**src/rtl/wallace_tree_multiplier_8x8.sv**
```systemverilog
//==============================================================================
// Module   : wallace_tree_multiplier_8x8
// Brief    : 8x8 unsigned multiplier, Wallace-tree reduction, registered product
// Revision : 1.0 - initial release
//==============================================================================
`default_nettype none

module wallace_ha (
    input  logic i_a,
    input  logic i_b,
    output logic o_sum,
    output logic o_cout
);
    assign o_sum  = i_a ^ i_b;
    assign o_cout = i_a & i_b;
endmodule

module wallace_fa (
    input  logic i_a,
    input  logic i_b,
    input  logic i_cin,
    output logic o_sum,
    output logic o_cout
);
    assign o_sum  = i_a ^ i_b ^ i_cin;
    assign o_cout = (i_a & i_b) | (i_a & i_cin) | (i_b & i_cin);
endmodule

// 3:2 carry-save compressor across three 16-bit rows.
module wallace_csa (
    input  logic [15:0] i_x,
    input  logic [15:0] i_y,
    input  logic [15:0] i_z,
    output logic [15:0] o_sum,
    output logic [15:0] o_carry
);
    logic [14:0] w_cout;

    for (genvar b = 0; b < 15; b++) begin : g_bit
        wallace_fa u_fa (
            .i_a   (i_x[b]),
            .i_b   (i_y[b]),
            .i_cin (i_z[b]),
            .o_sum (o_sum[b]),
            .o_cout(w_cout[b])
        );
    end

    // Carry out of the top column has weight 2^16 and is always zero for 8x8.
    assign o_sum[15] = i_x[15] ^ i_y[15] ^ i_z[15];
    assign o_carry   = {w_cout, 1'b0};
endmodule

module wallace_tree_multiplier_8x8 (
    input  logic        clk,
    input  logic        rst_n,
    input  logic [7:0]  A,
    input  logic [7:0]  B,
    output logic [15:0] P
);
    logic [15:0] w_pp [8];
    logic [15:0] w_s1 [6];
    logic [15:0] w_s2 [4];
    logic [15:0] w_s3 [3];
    logic [15:0] w_s4 [2];
    logic [14:0] w_c;
    logic [15:0] w_prod;
    logic [15:0] r_p;

    for (genvar i = 0; i < 8; i++) begin : g_pp
        assign w_pp[i] = 16'(A & {8{B[i]}}) << i;
    end

    // Stage 1: 8 -> 6
    wallace_csa u_s1a (.i_x(w_pp[0]), .i_y(w_pp[1]), .i_z(w_pp[2]),
                       .o_sum(w_s1[0]), .o_carry(w_s1[1]));
    wallace_csa u_s1b (.i_x(w_pp[3]), .i_y(w_pp[4]), .i_z(w_pp[5]),
                       .o_sum(w_s1[2]), .o_carry(w_s1[3]));
    assign w_s1[4] = w_pp[6];
    assign w_s1[5] = w_pp[7];

    // Stage 2: 6 -> 4
    wallace_csa u_s2a (.i_x(w_s1[0]), .i_y(w_s1[1]), .i_z(w_s1[2]),
                       .o_sum(w_s2[0]), .o_carry(w_s2[1]));
    wallace_csa u_s2b (.i_x(w_s1[3]), .i_y(w_s1[4]), .i_z(w_s1[5]),
                       .o_sum(w_s2[2]), .o_carry(w_s2[3]));

    // Stage 3: 4 -> 3
    wallace_csa u_s3a (.i_x(w_s2[0]), .i_y(w_s2[1]), .i_z(w_s2[2]),
                       .o_sum(w_s3[0]), .o_carry(w_s3[1]));
    assign w_s3[2] = w_s2[3];

    // Stage 4: 3 -> 2
    wallace_csa u_s4a (.i_x(w_s3[0]), .i_y(w_s3[1]), .i_z(w_s3[2]),
                       .o_sum(w_s4[0]), .o_carry(w_s4[1]));

    // Final ripple-carry adder.
    wallace_ha u_cpa0 (
        .i_a   (w_s4[0][0]),
        .i_b   (w_s4[1][0]),
        .o_sum (w_prod[0]),
        .o_cout(w_c[0])
    );

    for (genvar b = 1; b < 15; b++) begin : g_cpa
        wallace_fa u_fa (
            .i_a   (w_s4[0][b]),
            .i_b   (w_s4[1][b]),
            .i_cin (w_c[b-1]),
            .o_sum (w_prod[b]),
            .o_cout(w_c[b])
        );
    end

    assign w_prod[15] = w_s4[0][15] ^ w_s4[1][15] ^ w_c[14];

    always_ff @(posedge clk or negedge rst_n) begin
        if (!rst_n) begin
            r_p <= 16'h0000;
        end else begin
            r_p <= w_prod;
        end
    end

    assign P = r_p;
endmodule

`default_nettype wire

```
**config.mk**
```make
export PLATFORM = sky130hd
export DESIGN_NAME = wallace_tree_multiplier_8x8
export DESIGN_NICKNAME = d
export VERILOG_FILES = /design/src/rtl/wallace_tree_multiplier_8x8.sv
export SDC_FILE = /design/constraint.sdc
export NUM_CORES = 1
export LEC_CHECK = 0
export CAP_MARGIN = 20
export CELL_PAD_IN_SITES_DETAIL_PLACEMENT = 1
export CELL_PAD_IN_SITES_GLOBAL_PLACEMENT = 1
export CORE_ASPECT_RATIO = 0.75
export CORE_MARGIN = 1
export CORE_UTILIZATION = 47
export CTS_BUF_LIST = sky130_fd_sc_hd__clkbuf_8
export CTS_CLUSTER_DIAMETER = 80
export DETAILED_ROUTE_END_ITERATION = 8
export PLACE_DENSITY = 0.9
export SLEW_MARGIN = 15
export SYNTH_ARGS = -nofsm -noshare
export SYNTH_HDL_FRONTEND = slang
export SYNTH_SLANG_ARGS = --single-unit
```
**constraint.sdc**
```tcl
create_clock -name clk -period 1.57 [get_ports clk]
set_clock_uncertainty 0.15 [all_clocks]
set_input_delay 0.2355 -clock clk [delete_from_list [all_inputs] [get_ports clk]]
set_output_delay 0.2355 -clock clk [all_outputs]
set_load 0.02 [all_outputs]
```
==> results.toml, run 1 <==
[critical_path]
crit_type = "primary input to register"
crit_fanout = 3
cp-end-kind = "register"
cp_slowest_stage_delay_ps = 570
critPathMostFrequentCell = "fa_2"
crit_chain = "buf_8, buf_6, and2_4, fa_1, inv_2, fa_1, fa_1, inv_2, ha_4, inv_2, fa_2, fa_2, inv_2, fa_2, fa_2, fa_2, fa_2, fa_2, fa_2, fa_2"
start_kind = "primary input"
cp_slowest_cell = "fa_1"
cp.required_ps = 1630
crit_arrival_ps = 5720

[timing]
rsz0062_at_grt = "true"
finalSetupViolCount = 13
tns_ps = -31550
max_clock_freq_ghz = 0.177
worst_pin_slew_ps = 275
fin_hold_ws_ps = 159
slew_headroom_pct = 81.6
fin_crit_sh_pct = 360
post-route-min-period_ps = 5660
finalMaxSlewViolations = 0
finalHoldViolCount = 0
setup_ws_ps = -4090

[hold_path]
hp-class = "primary input to async pin"

[logic_synthesis]
synth-seq-cells = 16
synth_area_um2 = 2050
synth_nets = 269
yosysWarnings = 0
ys_types = 7
netlist_instances = 188
synth_area_per_cell_um2 = 10.9
yosysSeqAreaShare_pct = 19.5

[die]
die_x_um = 78.2
coreArea_um2 = 4100
die_h_um = 59.2
start_util_pct = 49.9
floorplan.rows = 20
ios = 34
die_area_um2 = 4630

[pwr]
total_power_mw = 3.27
worst_ir_drop_vdd_uv = 710
pwr-share-seq_pct = 20.1
p_switching_mw = 1.49
swShare_pct = 45.6
combPwrFrac_pct = 67.1
powerDensity_nw_per_um2 = 1100
p_leak_nw = 1.46
internal-power_mw = 1.78
clkPwrFrac_pct = 12.8

[global_route]
grt_usage_pct = 35.5
grt_max_degree = 17
grt-ovfl-total = 0
grt_pass1_vias = 1942
antenna_found_initial = 0
grt_pass1_wl_um = 11000

[clock_network]
htreeDepth = 1
clk_path_buf_depth = 2
cts-root-buf = "clkbuf_8"
cts_sinks = 16
cts_buffers = 3
cts_tree = "built"
clk_pin_slew_ps = 80

[outcome]
status = "complete, but fails checks"
violations = "negative setup slack"

[layout]
num_antenna_cells = 0
area_growth_pct = 45.3
largest_register_ffs = 16
n_fill_cell = 396
fin_nets = 337
drive_gt1_share_pct = 38.8

[drt]
dr.pass1.iters = 4
wirelength_um = 8520
drt_iter0_drc = 119
dr_total_vias = 1711
avgRoutedWirePerCell_um = 27.5
drtAntennaViolNets = 0
viasPerCell = 5.52
drcViolationCount = 0

[run]
max_cap_viol_count = 0

[placement]
gp_congestion = 0.858
dpl.hpwl_um = 5160
portBuffers = 33
-- critical path, delay by kind of cell --
kind | cells | cell delay (ps)
AND/OR/NAND/NOR | 1 | 130
buffers and inverters | 6 | 460
adder cells (fa/ha/maj) | 13 | 4870
-- metrics by stage --
| step | cell area (um2) | util, % | instances | setup slack [ps] |
|---|---|---|---|---|
| CTS | 2890 | 70.5 | 308 | -4100 |
| floorplan | 2170 | - | 188 | -3910 |
| global route | 2980 | 72.5 | 310 | -4170 |
| detailed placement | 2770 | 67.4 | 301 | -4850 |
| finish | 2980 | 72.5 | 310 | -4090 |
| global placement | 2770 | 67.4 | 301 | -4640 |
-- final cells by class --
cell class                      instances  area (um2)  share of cell area [%]
Tap cell                               55        68.8                    2.31
Timing Repair Buffer                   63         578                    19.4
Multi-Input combinational cell        128        1710                    57.4
Sequential cell                        16         400                    13.5
Inverter                               44         165                    5.55
Clock buffer                            4        55.1                    1.85
-- layout by cell type (no fill, tap or decap), types with 4 or more instances in the layout --
cell type       n
and2_1         30
and2_4          7
buf_4          24
buf_6           8
buf_8           4
clkbuf_8        4
dfrtp_1        16
dlygate4sd2_1  16
fa_1           33
fa_2           14
ha_1            9
ha_4            7
inv_1          32
inv_2          12
nand2_1        15
nand2_2         6
-- worst max path at each step --
stage | from | endpoint | cells after the start
floorplan | A[7] | P[15]$_DFF_PN0_ | 16
global placement | B[3] | P[15]$_DFF_PN0_ | 20
detailed placement | B[2] | P[15]$_DFF_PN0_ | 21
CTS | B[2] | P[15]$_DFF_PN0_ | 18
global route | A[2] | P[14]$_DFF_PN0_ | 20
finish | A[2] | P[14]$_DFF_PN0_ | 20
-- synth_stat cells, drive strengths merged --
cell / count / area share [%]
fa: 47 / 46
inv: 44 / 8.1
and2: 37 / 11
nand2: 27 / 4.9
dfrtp: 16 / 20
ha: 16 / 9.8
xor2: 1 / 0.43
-- per-layer routing --
metal / GRT usage, % / wire length (um)
met1: 39.8 / 3190
met2: 62.8 / 4280
met3: 7.54 / 511
met4: 23.3 / 536
met5: 1.11 / 0
-- cells by family (layout without fill, tap and decap cells) --
logic type	Yosys count	after routing	synth area share (%)
adder cells (fa/ha/maj)	63	63	55.7
XOR/XNOR	1	1	0.428
flip-flops	16	16	19.5
buffers and inverters	44	111	8.06
AND/OR/NAND/NOR	64	64	16.2
-- what timing repair did --
action | 4_1_cts | 5_1_grt
endpoints found under the setup margin | 30 | 14
gates cloned | 0 | 0
pin swaps | 10 | 15
gates resized for setup | 91 | 36
setup buffers | 3 | 4
hold buffers | 0 | 0
-- power by group through the flow --
stage / clock network (mW) / logic [mW] / registers, mW
after global placement: 0 / 1.77 / 0.642
after detailed placement: 0 / 1.99 / 0.655
after CTS: 0.407 / 1.99 / 0.640
final: 0.419 / 2.19 / 0.656
after floorplan: 0 / 0.920 / 0.857
after global routing: 0.429 / 2.34 / 0.663
No activity file was read; power rests on OpenSTA's default activity.
==> run 2, diff against run 1 <==
--- a/config.mk
+++ b/config.mk
@@ -13,7 +13,9 @@
 export CORE_UTILIZATION = 47
 export CTS_BUF_LIST = sky130_fd_sc_hd__clkbuf_8
 export CTS_CLUSTER_DIAMETER = 80
+export CTS_CLUSTER_SIZE = 24
 export DETAILED_ROUTE_END_ITERATION = 8
+export MAX_ROUTING_LAYER = met4
 export PLACE_DENSITY = 0.9
 export SLEW_MARGIN = 15
 export SYNTH_ARGS = -nofsm -noshare
==> results.toml, run 2 (synthesized netlist as in run 1, its figures left out) <==
[layout]
fin_cells = 308
multiInputGateArea_um2 = 1710
layout_common_cells = "fa_1, inv_1, and2_1"
n_fill_cell = 402
drive_gt1_share_pct = 38.7
fin_nets = 335
largest_register_ffs = 16
fin_area_um2 = 2970
regArea_um2 = 400
num_antenna_cells = 0
area_growth_pct = 45.1
final_common_cell = "fa_1"

[die]
die_x_um = 78.2
die_area_um2 = 4630
floorplan.rows = 20
coreArea_um2 = 4100
die_h_um = 59.2
start_util_pct = 49.9
ios = 34

[clock_network]
clk_pin_slew_ps = 90
htreeDepth = 1
cts-root-buf = "clkbuf_8"
clk_path_buf_depth = 2
cts_sinks = 16
cts_tree = "built"
cts_buffers = 3

[global_route]
antenna_found_initial = 0
grt_max_degree = 17
grt_pass1_vias = 1947
grt_usage_pct = 36.7
grt-ovfl-total = 0
grt_pass1_wl_um = 11000

[timing]
max_clock_freq_ghz = 0.178
setup_ws_ps = -4040
finalHoldViolCount = 0
fin_hold_ws_ps = 152
tns_ps = -30900
post-route-min-period_ps = 5610
finalSetupViolCount = 13
finalMaxSlewViolations = 0
rsz0062_at_grt = "true"
worst_pin_slew_ps = 263
slew_headroom_pct = 82.5
fin_crit_sh_pct = 357

[pwr]
p_leak_nw = 1.46
powerDensity_nw_per_um2 = 1090
worst_ir_drop_vdd_uv = 770

[critical_path]
crit_fanout = 2
crit_arrival_ps = 5680
cp-end-kind = "register"
crit_type = "primary input to register"
start_kind = "primary input"
cp.required_ps = 1640

[outcome]
violations = "negative setup slack"
status = "complete, but fails checks"

[drt]
wirelength_um = 8140
dr_total_vias = 1673
avgRoutedWirePerCell_um = 26.4
drtAntennaViolNets = 0
drt_iter0_drc = 124
drcViolationCount = 0
dr.pass1.iters = 4
viasPerCell = 5.43

[placement]
gp_congestion = 0.872
dpl_cell_area_um2 = 2770
dp.cells = 301
dpl.hpwl_um = 5160
dp_worst_setup_slack_ps = -4850
portBuffers = 33

[hold_path]
hp-class = "primary input to async pin"

[run]
max_cap_viol_count = 0
[run 2: changes by cell type in the layout (fill, tap and decap cells not counted), sizes merged]
cell	change
dlygate4sd2	+1
clkdlybuf4s15	-1
clkbuf	+2
buf	-4
[run 2: critical path, cell delays in order]
cell	delay [ps]
dlygate4sd2_1	260
and2_4	170
fa_1	510
inv_2	50
fa_1	540
fa_1	460
fa_1	540
fa_2	220
inv_2	40
fa_2	340
fa_2	380
fa_2	360
fa_2	360
fa_2	350
fa_2	340
fa_2	530
[run 2: power breakdown]
| group | internal [mW] | switching [mW] | total (mW) | leakage, nW |
|---|---|---|---|---|
| sequential | 0.593 | 0.0684 | 0.662 | 0.192 |
| combinational | 0.936 | 1.21 | 2.15 | 1.24 |
| clock | 0.225 | 0.216 | 0.440 | 0.0288 |
[run 2: worst paths after layout]
path | from | to
max in group asynchronous | rst_n | P[2]$_DFF_PN0_
worst max-delay path | A[7] | P[14]$_DFF_PN0_
worst min-delay path | rst_n | P[7]$_DFF_PN0_
min in group clk | A[0] | P[0]$_DFF_PN0_
[run 2: stage by stage]
stage / total power [mW] / utilization [%]
after floorplan: 1.78 / -
after global placement: 2.42 / 67.4
after detailed placement: 2.65 / 67.4
after CTS: 3.04 / 70.5
after global routing: 3.44 / 72.4
final: 3.25 / 72.4
[run 2: cell type report]
class,count,area share (%)
Tap cell,55,2.31
Multi-Input combinational cell,128,57.6
Timing Repair Buffer,61,19.2
Clock buffer,4,1.85
Inverter,44,5.56
Sequential cell,16,13.5
[run 2: timing repair]
item / 4_1_cts / 5_1_grt
hold buffers: 0 / 0
setup buffers: 3 / 1
pin swaps: 10 / 14
gates resized for setup: 91 / 35
endpoints found under the setup margin: 30 / 14
gates cloned: 0 / 0
[run 2: per-layer routing]
| layer | vias to the layer above | global-route usage [%] | part of all wire, % |
|---|---|---|---|
| met5 | - | - | 0 |
| li1 | 668 | - | - |
| met4 | 0 | 22.5 | 5.4 |
| met3 | 40 | 7.54 | 5.7 |
| met2 | 94 | 63.3 | 49 |
| met1 | 871 | 39.8 | 40 |
==> run 3, diff against run 2 <==
--- a/config.mk
+++ b/config.mk
@@ -10,13 +10,13 @@
 export CELL_PAD_IN_SITES_GLOBAL_PLACEMENT = 1
 export CORE_ASPECT_RATIO = 0.75
 export CORE_MARGIN = 1
-export CORE_UTILIZATION = 47
+export CORE_UTILIZATION = 44
 export CTS_BUF_LIST = sky130_fd_sc_hd__clkbuf_8
 export CTS_CLUSTER_DIAMETER = 80
 export CTS_CLUSTER_SIZE = 24
 export DETAILED_ROUTE_END_ITERATION = 8
 export MAX_ROUTING_LAYER = met4
-export PLACE_DENSITY = 0.9
+export PLACE_DENSITY = 0.85
 export SLEW_MARGIN = 15
 export SYNTH_ARGS = -nofsm -noshare
 export SYNTH_HDL_FRONTEND = slang
==> constraint.sdc (replaced) <==
create_clock -name clk -period 5.7 [get_ports clk]
set_clock_uncertainty 0.15 [all_clocks]
set_input_delay 0.855 -clock clk [delete_from_list [all_inputs] [get_ports clk]]
set_output_delay 0.855 -clock clk [all_outputs]
set_load 0.02 [all_outputs]
==> results.toml, run 3 (synthesized netlist as in run 1, its figures left out) <==
[placement]
gp_congestion = 0.817
dp_worst_setup_slack_ps = -1280
dp.cells = 300
dpl_cell_area_um2 = 2660
portBuffers = 33
dpl.hpwl_um = 4300

[clock_network]
htreeDepth = 1
clk_path_buf_depth = 2
clk_pin_slew_ps = 60
cts_sinks = 16
cts_tree = "built"
cts_buffers = 3
cts-root-buf = "clkbuf_8"

[die]
ios = 34
die_x_um = 80.8
die_area_um2 = 4930
floorplan.rows = 21
coreArea_um2 = 4470
die_h_um = 61.1
start_util_pct = 45.9

[drt]
wirelength_um = 4890
dr_total_vias = 1476
viasPerCell = 4.82
drt_iter0_drc = 21
drcViolationCount = 0
avgRoutedWirePerCell_um = 16.0
dr.pass1.iters = 3
drtAntennaViolNets = 0

[layout]
regArea_um2 = 400
fin_area_um2 = 2780
layout_common_cells = "inv_1, fa_1, and2_1"
final_common_cell = "inv_1"
n_fill_cell = 495
fin_nets = 331
num_antenna_cells = 0
multiInputGateArea_um2 = 1570
area_growth_pct = 35.7
fin_cells = 306
drive_gt1_share_pct = 28.5
largest_register_ffs = 16
fin_util_pct = 62.2

[timing]
setup_ws_ps = -378
worst_pin_slew_ps = 743
slew_headroom_pct = 50.3
fin_hold_ws_ps = 824
max_clock_freq_ghz = 0.165
fin_crit_sh_pct = 107
finalSetupViolCount = 3
finalMaxSlewViolations = 0
tns_ps = -769
rsz0062_at_grt = "true"
finalHoldViolCount = 0
post-route-min-period_ps = 6080

[global_route]
use_met3_pct = 3.26
use_met2_pct = 44.7
grt_pass1_wl_um = 7850
grt_pass1_vias = 1727
top_usage_layer = "met2"
grt-ovfl-total = 0
grt_usage_pct = 23.7
met1_usage_pct = 27.0
grt_max_degree = 17
antenna_found_initial = 0

[hold_path]
holdCritStartpoint = "A[0]"
hp-class = "primary input to register"
hold_end = "P[0]$_DFF_PN0_"
whs_path_depth = 3

[pwr]
powerDensity_nw_per_um2 = 286
swShare_pct = 40.5
pwr-share-seq_pct = 22.4
worst_ir_drop_vdd_uv = 283
combPwrFrac_pct = 64.9
p_switching_uw = 321
internal-power_uw = 473
p_leak_nw = 1.38
total_power_uw = 794
clkPwrFrac_pct = 12.7

[outcome]
status = "complete, but fails checks"
violations = "negative setup slack"

[critical_path]
cp-end-kind = "register"
crit_fanout = 3
cp.required_ps = 5690
crit_arrival_ps = 6070
crit_type = "primary input to register"
start_kind = "primary input"
crit_chain = "buf_6, buf_6, and2_4, fa_1, inv_2, fa_1, fa_1, fa_1, fa_2, inv_2, fa_2, fa_2, fa_2, fa_2, fa_2, fa_2, fa_2, xor2_1"
cp_slowest_stage_delay_ps = 520
critPathMostFrequentCell = "fa_2"
cp_slowest_cell = "fa_1"

[run]
max_cap_viol_count = 0
run 3: changes by cell type in the layout (fill, tap and decap cells not counted), sizes merged:
cell / delta
dlygate4sd2: -17
clkdlybuf4s50: +16
clkbuf: -5
buf: +2
run 3: power groups by stage:
stage	registers [mW]	logic, mW	clock network, mW
detailed placement	0.180	0.517	0
CTS	0.179	0.535	0.103
global placement	0.177	0.476	0
finish	0.178	0.515	0.101
global route	0.180	0.582	0.111
floorplan	0.236	0.242	0
run 3: area by class of cell:
class                   count  share of cell area, %
multi-input cells         128                   56.5
repair buffers             57                   18.6
inverters                  44                   5.94
well taps                  57                   2.57
flip-flops and latches     16                   14.4
clock buffers               4                   1.98
run 3: critical path: cells and delay by family:
kind	cells	cell delay, ps
buf+inv	4	290
fa+ha+maj	12	4650
xor+xnor	1	140
simple gates	1	130
run 3: worst max path at each step:
stage	to	startpoint	cells after the start	slack (ps)
after floorplan	P[15]$_DFF_PN0_	B[2]	19	-400
after global placement	P[15]$_DFF_PN0_	A[3]	20	-1160
after detailed placement	P[15]$_DFF_PN0_	A[3]	20	-1280
after CTS	P[15]$_DFF_PN0_	B[2]	21	-670
after global routing	P[15]$_DFF_PN0_	A[5]	18	-490
final	P[15]$_DFF_PN0_	A[5]	18	-380
run 3: routing by layer:
metal  up-vias  routed length, um  share of wire, %
met4         0                 69               1.4
met1       782               1940                40
met3         6                122               2.5
met2        28               2750                56
li1        660                  -                 -
met5         -                  0                 0
run 3: what timing repair did:
action | CTS | global route
gates cloned | 0 | 0
setup endpoints to repair | 4 | 3
setup buffers | 2 | 1
pin swaps | 29 | 21
hold buffers | 0 | 0
gates resized for setup | 92 | 4
